==> src/rtl/ocx_tlx_rcv_cmd_queue.sv <==
// ocx_tlx_rcv_cmd_queue
// Buffers parsed VC1 commands from the TLX receive parser in a DEPTH-entry
// circular FIFO and presents them to the AFU with a valid/ready handshake.
// It returns one VC1 credit per dequeued command to the transmit side. After
// reset it advertises DEPTH initial credits once. A write into a full queue
// that is not draining in the same cycle is dropped and raises a sticky
// overflow flag.
module ocx_tlx_rcv_cmd_queue #(
  parameter int unsigned DEPTH  = 8,
  parameter int unsigned INFO_W = 168
) (
  input  logic              tlx_clk,
  input  logic              reset,
  input  logic              fp_rcv_cmd_valid,
  input  logic [INFO_W-1:0] fp_rcv_cmd_info,
  output logic              tlx_afu_cmd_valid,
  output logic [INFO_W-1:0] tlx_afu_cmd_info,
  input  logic              afu_tlx_cmd_ready,
  input  logic              credit_hold,
  output logic              rcv_cmd_credit_v,
  output logic [3:0]        rcv_cmd_credit_cnt,
  output logic [3:0]        queue_count,
  output logic              overflow_err
);

  localparam int unsigned PTR_W = (DEPTH > 1) ? $clog2(DEPTH) : 1;

  typedef enum logic {
    ST_INIT,
    ST_RUN
  } state_t;

  logic [INFO_W-1:0] mem_q [DEPTH];

  logic [PTR_W-1:0] rd_ptr_q, rd_ptr_d;
  logic [PTR_W-1:0] wr_ptr_q, wr_ptr_d;
  logic [3:0]       count_q, count_d;
  logic             overflow_q, overflow_d;
  logic             full, empty, enq, deq;

  state_t           state_q;
  logic [4:0]       pending_q;
  logic             credit_v_q;
  logic [3:0]       credit_cnt_q;
  logic             issue;
  logic [3:0]       send_cnt;

  assign full  = (count_q == 4'(DEPTH));
  assign empty = (count_q == 4'd0);

  // Handshake decode and next-state for pointers, occupancy and overflow flag
  always_comb begin
    deq        = ~empty & afu_tlx_cmd_ready;
    enq        = fp_rcv_cmd_valid & (~full | deq);
    rd_ptr_d   = rd_ptr_q;
    wr_ptr_d   = wr_ptr_q;
    count_d    = count_q;
    overflow_d = overflow_q | (fp_rcv_cmd_valid & full & ~deq);
    if (deq) begin
      rd_ptr_d = rd_ptr_q + PTR_W'(1);
    end
    if (enq) begin
      wr_ptr_d = wr_ptr_q + PTR_W'(1);
    end
    case ({enq, deq})
      2'b10:   count_d = count_q + 4'd1;
      2'b01:   count_d = count_q - 4'd1;
      default: count_d = count_q;
    endcase
  end

  // Queue control state
  always_ff @(posedge tlx_clk or posedge reset) begin
    if (reset) begin
      rd_ptr_q   <= '0;
      wr_ptr_q   <= '0;
      count_q    <= '0;
      overflow_q <= 1'b0;
    end else begin
      rd_ptr_q   <= rd_ptr_d;
      wr_ptr_q   <= wr_ptr_d;
      count_q    <= count_d;
      overflow_q <= overflow_d;
    end
  end

  // Command storage; contents are don't-care while not covered by occupancy
  always_ff @(posedge tlx_clk) begin
    if (enq) begin
      mem_q[wr_ptr_q] <= fp_rcv_cmd_info;
    end
  end

  // Credit issue decision for the RUN state
  always_comb begin
    issue    = (state_q == ST_RUN) && (pending_q != 5'd0) && !credit_hold;
    send_cnt = (pending_q > 5'd15) ? 4'd15 : pending_q[3:0];
  end

  // Credit FSM: one DEPTH-sized advertisement after reset, then per-dequeue returns.
  // A dequeue in the same cycle as an issue is folded into the new pending value.
  always_ff @(posedge tlx_clk or posedge reset) begin
    if (reset) begin
      state_q      <= ST_INIT;
      pending_q    <= '0;
      credit_v_q   <= 1'b0;
      credit_cnt_q <= '0;
    end else begin
      case (state_q)
        ST_INIT: begin
          credit_v_q   <= 1'b1;
          credit_cnt_q <= 4'(DEPTH);
          pending_q    <= pending_q + {4'd0, deq};
          state_q      <= ST_RUN;
        end
        ST_RUN: begin
          credit_v_q   <= issue;
          credit_cnt_q <= issue ? send_cnt : 4'd0;
          pending_q    <= pending_q - (issue ? {1'b0, send_cnt} : 5'd0) + {4'd0, deq};
        end
        default: begin
          state_q      <= ST_INIT;
          credit_v_q   <= 1'b0;
          credit_cnt_q <= '0;
        end
      endcase
    end
  end

  assign tlx_afu_cmd_valid  = ~empty;
  assign tlx_afu_cmd_info   = empty ? '0 : mem_q[rd_ptr_q];
  assign queue_count        = count_q;
  assign overflow_err       = overflow_q;
  assign rcv_cmd_credit_v   = credit_v_q;
  assign rcv_cmd_credit_cnt = credit_cnt_q;

endmodule

==> config.mk <==
export PLATFORM = sky130hd
export DESIGN_NAME = ocx_tlx_rcv_cmd_queue
export DESIGN_NICKNAME = d
export VERILOG_FILES = /design/src/rtl/ocx_tlx_rcv_cmd_queue.sv
export SDC_FILE = /design/constraint.sdc
export NUM_CORES = 1
export LEC_CHECK = 0
export ABC_CLOCK_PERIOD_IN_PS = 12100
export CAP_MARGIN = 20
export CELL_PAD_IN_SITES_DETAIL_PLACEMENT = 2
export CELL_PAD_IN_SITES_GLOBAL_PLACEMENT = 2
export CORE_MARGIN = 3
export CORE_UTILIZATION = 30
export CTS_BUF_LIST = sky130_fd_sc_hd__clkbuf_8
export DETAILED_ROUTE_END_ITERATION = 7
export GPL_TIMING_DRIVEN = 0
export HOLD_SLACK_MARGIN = 0.02
export PLACE_DENSITY_LB_ADDON = 0.1
export SLEW_MARGIN = 40
export SYNTH_ARGS = -nofsm -noshare
export SYNTH_HDL_FRONTEND = slang
export SYNTH_SLANG_ARGS = --single-unit
==> constraint.sdc <==
create_clock -name tlx_clk -period 12.1 [get_ports tlx_clk]
set_clock_uncertainty 0.1 [all_clocks]
set_input_delay 3.63 -clock tlx_clk [delete_from_list [all_inputs] [get_ports tlx_clk]]
set_output_delay 3.63 -clock tlx_clk [all_outputs]
set_load 0.05 [all_outputs]
; ---- After elaboration in Yosys (flattened, before gate mapping)
; Memories as Yosys holds them, arrays and structs flattened.
; Cells that the tools add are included.
[classes]
n_eq_ne = 3
bitwise_logic = 10
muxes = 10
add_sub_neg = 7
reduce_logical = 6
n_lt_le_gt_ge = 1
[op_table]
columns = operator, count
row1 = 168-bit 2-to-1 mux, 1
row2 = 4-bit case mux with 2 select lines, 2
row3 = 4-bit 2-to-1 mux, 3
row4 = 5-bit by 1-bit adder with 5-bit output, 2
row5 = 5-bit case mux with 2 select lines, 1
row6 = 3-bit by 1-bit adder with 3-bit output (second input constant), 2
row7 = 5-bit by 4-bit greater-than comparator with 1-bit output (second input constant), 1
row8 = 5-bit nonzero test, 1
row9 = 5-bit by 4-bit subtractor with 5-bit output, 1
row10 = 4-bit by 1-bit adder with 4-bit output (second input constant), 1
row11 = 1-bit AND, 4
row12 = 4-bit equality test (second input constant), 1
row13 = 4-bit logical NOT, 1
row14 = 1-bit inverter, 4
row15 = 4-bit by 1-bit subtractor with 4-bit output (second input constant), 1
row16 = 2-bit by 1-bit equality test with 1-bit output (second input constant), 1
row17 = 2-bit equality test (second input constant), 1
row18 = 1-bit logical AND, 2
row19 = 1-bit 2-to-1 mux, 2
row20 = 1-bit OR, 2
row21 = 1-bit case mux with 2 select lines, 1
row22 = 2-bit nonzero test, 1
row23 = 1-bit logical NOT, 1
[word_totals]
in_bits = 173
output_inout_bits = 179
register_bits = 22
word_cells = 46
ramBits = 1344
memories = 1
[memory_table]
columns = memory, words, width, rd, rd_ports_with_merged_regs, wr, line_no
row1 = mem_q, 8, 168, 1, 0, 1, 33  ; logic [INFO_W-1:0] mem_q [DEPTH];

; ---- Longest topological paths before layout
[depth]
depth_word = 7
ltp_mapped = 12
depth_no_buf = 12

; ---- Worst setup path before layout
; Ideal clock, no wire load.
[synth_path]
path_type = input to register
from = in afu_tlx_cmd_ready
to = mem mem_q[0][0] (enable)
n_path_buf = 0
stages = 4
arrival_time_ns = 15.508
setup_slack_ns = -4.409
setup_ns = 0.901
required_time_ns = 11.099
path_cell_list = nand2b_1 > o21ai_2 > or2_2 > nor3_1
[synth_between]
elab_chain_len = 5
[synth_rtl]
columns = item, line_no
row1 = start: declaration, 18  ; input logic afu_tlx_cmd_ready,
row2 = 1-bit AND, 53  ; deq = ~empty & afu_tlx_cmd_ready;
row3 = 1-bit OR, 54  ; enq = fp_rcv_cmd_valid & (~full | deq);
row4 = 1-bit AND, 54
row5 = 1-bit 2-to-1 mux, 89  ; if (enq) begin
row6 = 1-bit 2-to-1 mux (implied by the code), 90  ; mem_q[wr_ptr_q] <= fp_rcv_cmd_info;
row7 = end: declaration, 33
; No other way between the ends.

; ---- Worst setup path in the final report
[layout_path]
from = reg count_q[1], in the netlist queue_count[1]
to = out tlx_afu_cmd_info[50]
[layout_between]
elab_chain_len = 2
[layout_rtl]
columns = item, line_no
row1 = start: declaration, 37  ; logic [3:0] count_q, count_d;
row2 = start signal: assignment, 82  ; count_q <= count_d;
row3 = 4-bit logical NOT, 49  ; assign empty = (count_q == 4'd0);
row4 = 168-bit 2-to-1 mux, 131  ; assign tlx_afu_cmd_info = empty ? '0 : mem_q[rd_ptr_q];
row5 = end: declaration, 17  ; output logic [INFO_W-1:0] tlx_afu_cmd_info,
; No other way between the ends.

==> flow_metrics.py <==
metrics = {
    "global_routing": {
        "grt_pass1_wl_mm": 217,
        "overflow": 0,
        "grt_pass1_vias": 29600,
        "grtUsageTotal": 0.169,
        "antenna_found_initial": 31,
        "grt_start_max_net_pins": 23,
    },
    "synth": {
        "synth-edff-count": 1344,
        "syn_area_per_cell_um2": 23.1,
        "ys.flop_type": "edfxtp_1",
        "synthesis.nets": 2455,
        "synth.distinct_cells": 36,
        "synth_seq_cells": 1366,
        "async_flop_share": 0.0161,
        "syn_inst": 2265,
        "ys.warnings.count": 0,
        "seq_area_frac_synth": 0.781,
        "netlist_area_um2": 52400,
    },
    "layout": {
        "layout.nets": 3199,
        "syn2layout_area_growth_pct": 26.2,
        "drive_gt1_frac": 0.283,
        "fin_area_um2": 66100,
    },
    "clock_tree": {
        "post_cts_buffers": 0,
        "postCtsResizedCells": 0,
        "clk_pin_slew_ns": 0.06,
        "cts_inserted_buffers": 235,
        "clk_latency_ns": 0.94,
        "htree_levels": 4,
        "cts.sinks": 1366,
        "ctsHoldBuffers": 0,
        "cts_tree": "built",
        "cts_buffer_depth": 3,
        "cts-root-buf": "clkbuf_8",
    },
    "timing": {
        "slew_violations": 0,
        "max_freq_mhz": 127,
        "hold_viol_final": 0,
        "setup_tns_ns": 0,
        "worstMarginPinSlew_ns": 0.753,
        "setup_viol": 0,
        "period_share": 0.653,
        "post-route-min-period_ns": 7.90,
        "rsz0062_at_grt": "no",
        "relSlewSlack": 0.496,
    },
    "floorplanning": {
        "core_um2": 172000,
        "die_w_um": 424,
        "start_util": 0.304,
        "die-area_um2": 180000,
        "ios": 352,
        "die_h_um": 424,
        "rows": 152,
    },
    "detailed_routing": {
        "wl_met3_mm": 6.74,
        "vias_per_cell": 4.61,
        "drtPass1Iterations": 5,
        "drt_iter0_drc": 1442,
        "met2WireLength_mm": 80.6,
        "dr.max_layer_used": "met5",
        "drtAntennaViolNets": 0,
        "route.vias.total": 25500,
        "drcViolationCount": 0,
        "wl_per_cell_um": 27.2,
        "drt_wl_total_mm": 151,
        "drt-met1-wl_mm": 59.3,
    },
    "setup_path": {
        "required_ns": 8.37,
        "worstSetupEndpointType": "output pin",
        "arrival_ns": 4.17,
        "cp-start-kind": "flip-flop",
        "reg2reg_slack_ns": 8.72,
        "criticalPathCategory": "flip-flop to output pin",
        "path_max_fanout": 10,
        "reg2reg_depth": 11,
    },
    "outcome": {
        "status": "completed",
    },
    "job": {
        "drv_cap": 0,
    },
    "pwr": {
        "power.leakage_nw": 22.1,
        "powerDensity_nw_per_um2": 269,
        "ir_drop_mv": 0.172,
    },
    "place": {
        "dp_hpwl_mm": 103,
        "io_buffers": 351,
        "finalWeightedCongestion": 0.684,
        "placed_cell_area_um2": 61700,
    },
    "hold_path": {
        "min_path_cells": 1,
        "hp-class": "flip-flop to flip-flop",
    },
}
==> cell type report <==
| cell class | count | area [um2] |
|---|---|---|
| Fill cell | 16300 | 106000 |
| Sequential cell | 1366 | 40900 |
| Multi-Input combinational cell | 770 | 10700 |
| Timing Repair Buffer | 507 | 6320 |
| Clock buffer | 235 | 3230 |
| Tap cell | 2310 | 2890 |
| Clock inverter | 200 | 1180 |
| Buffer | 114 | 802 |
| Inverter | 15 | 56.3 |
| Antenna cell | 16 | 40.0 |
==> placed cells by master (no fill, tap or decap), types with 3 or more instances in the layout <==
cell type        netlist  routed
a21o_1                 3       3
buf_16                 0      55
buf_2                 59      63
buf_4                  0       8
buf_6                 38      79
buf_8                  0      51
bufinv_16              0       9
clkbuf_1              13       5
clkbuf_2               0       9
clkbuf_8               0     235
clkdlybuf4s50_1        0     351
clkinv_1               0      68
clkinv_2               0      30
clkinv_8               0       6
dfrtp_1               22      22
diode_2                0      16
edfxtp_1            1344    1344
ha_1                  15      15
inv_1                 15      91
inv_12                 0       3
inv_6                  0       3
inv_8                  0       3
mux2_2                 3       3
mux2i_1              171     171
mux4_2               336     336
nand2_1                8       8
nand2b_1               4       4
nand3_1                6       6
nor2_1               185     179
nor2_4                 0       6
o21ai_0                7       7
xnor2_1                6       6
xor2_1                 4       4
==> through the flow <==
stage               hold slack [ns]  std cells  power [mW]  worst slack, ns  utilization
floorplan                     0.388       2265        11.1            0.111            -
global placement              0.342       4926        14.1           -11.10        0.341
detailed placement            0.350       5081        14.1             4.98        0.357
CTS                           0.363       5516        18.2             3.94        0.383
global route                  0.409       5522        18.7             3.97        0.383
finish                        0.360       5533        17.8             4.20        0.383
==> critical path, stage by stage (launching register included) <==
cell and delay (ns):
dfrtp_1 0.42, or3_4 0.45, nor2_8 0.25, buf_2 0.65
clkbuf_2 0.47, nor2_1 0.10, clkdlybuf4s50_1 0.86
==> metal layers <==
layer	global-route usage	vias to the layer above
met2	0.307	536
met1	0.196	13600
li1	-	11000
met3	0.0405	269
met5	0	-
met4	0.0491	12
==> Yosys cell counts, types with 7 or more instances <==
master,n,area (um2)
edfxtp_1,1344,40400
dfrtp_1,22,551
ha_1,15,188
buf_6,38,428
mux4_2,336,7570
nand2_1,8,30.0
mux2i_1,171,1710
clkbuf_1,13,48.8
inv_1,15,56.3
o21ai_0,7,35.0
buf_2,59,295
nor2_1,185,694
==> cell families after synthesis <==
group	count (synthesis)	synth area share
AOI/OAI and AO/OA	17	0.00213
xor gates and xnor gates	10	0.00167
adders and majority gates	17	0.00435
buffers and inverters	129	0.0161
DFF	1366	0.781
muxes	510	0.178
other	1	0.0000716
and+or+nand+nor	215	0.0167
==> worst paths after layout <==
kind,start,endpoint
worst min register to register,overflow_err$_DFF_PP0_,overflow_err$_DFF_PP0_
worst max register to register,queue_count[1]$_DFFE_PP0P_,queue_count[3]$_DFFE_PP0P_
worst max-delay path,queue_count[1]$_DFFE_PP0P_,tlx_afu_cmd_info[50]
worst min-delay path,overflow_err$_DFF_PP0_,overflow_err$_DFF_PP0_
max in group asynchronous,reset,rd_ptr_q[1]$_DFFE_PP0N_
min in group asynchronous,reset,rcv_cmd_credit_cnt[3]$_DFF_PP0_
==> state kept, by name (all words and copies together), names as in the netlist <==
signal and count:
queue_count 4, mem_q 1344, rcv_cmd_credit_v 1, wr_ptr_q 3, pending_q 5, state_q 1, rd_ptr_q 3, rcv_cmd_credit_cnt 4
overflow_err 1
==> where the power goes <==
group	switching (mW)	total, mW	leakage [nW]	internal [mW]
Clock	1.94	3.95	2.55	2.02
Combinational	4.86	7.81	7.09	2.95
Sequential	0.153	5.99	12.5	5.84
Power figures use the tool's default switching activity.
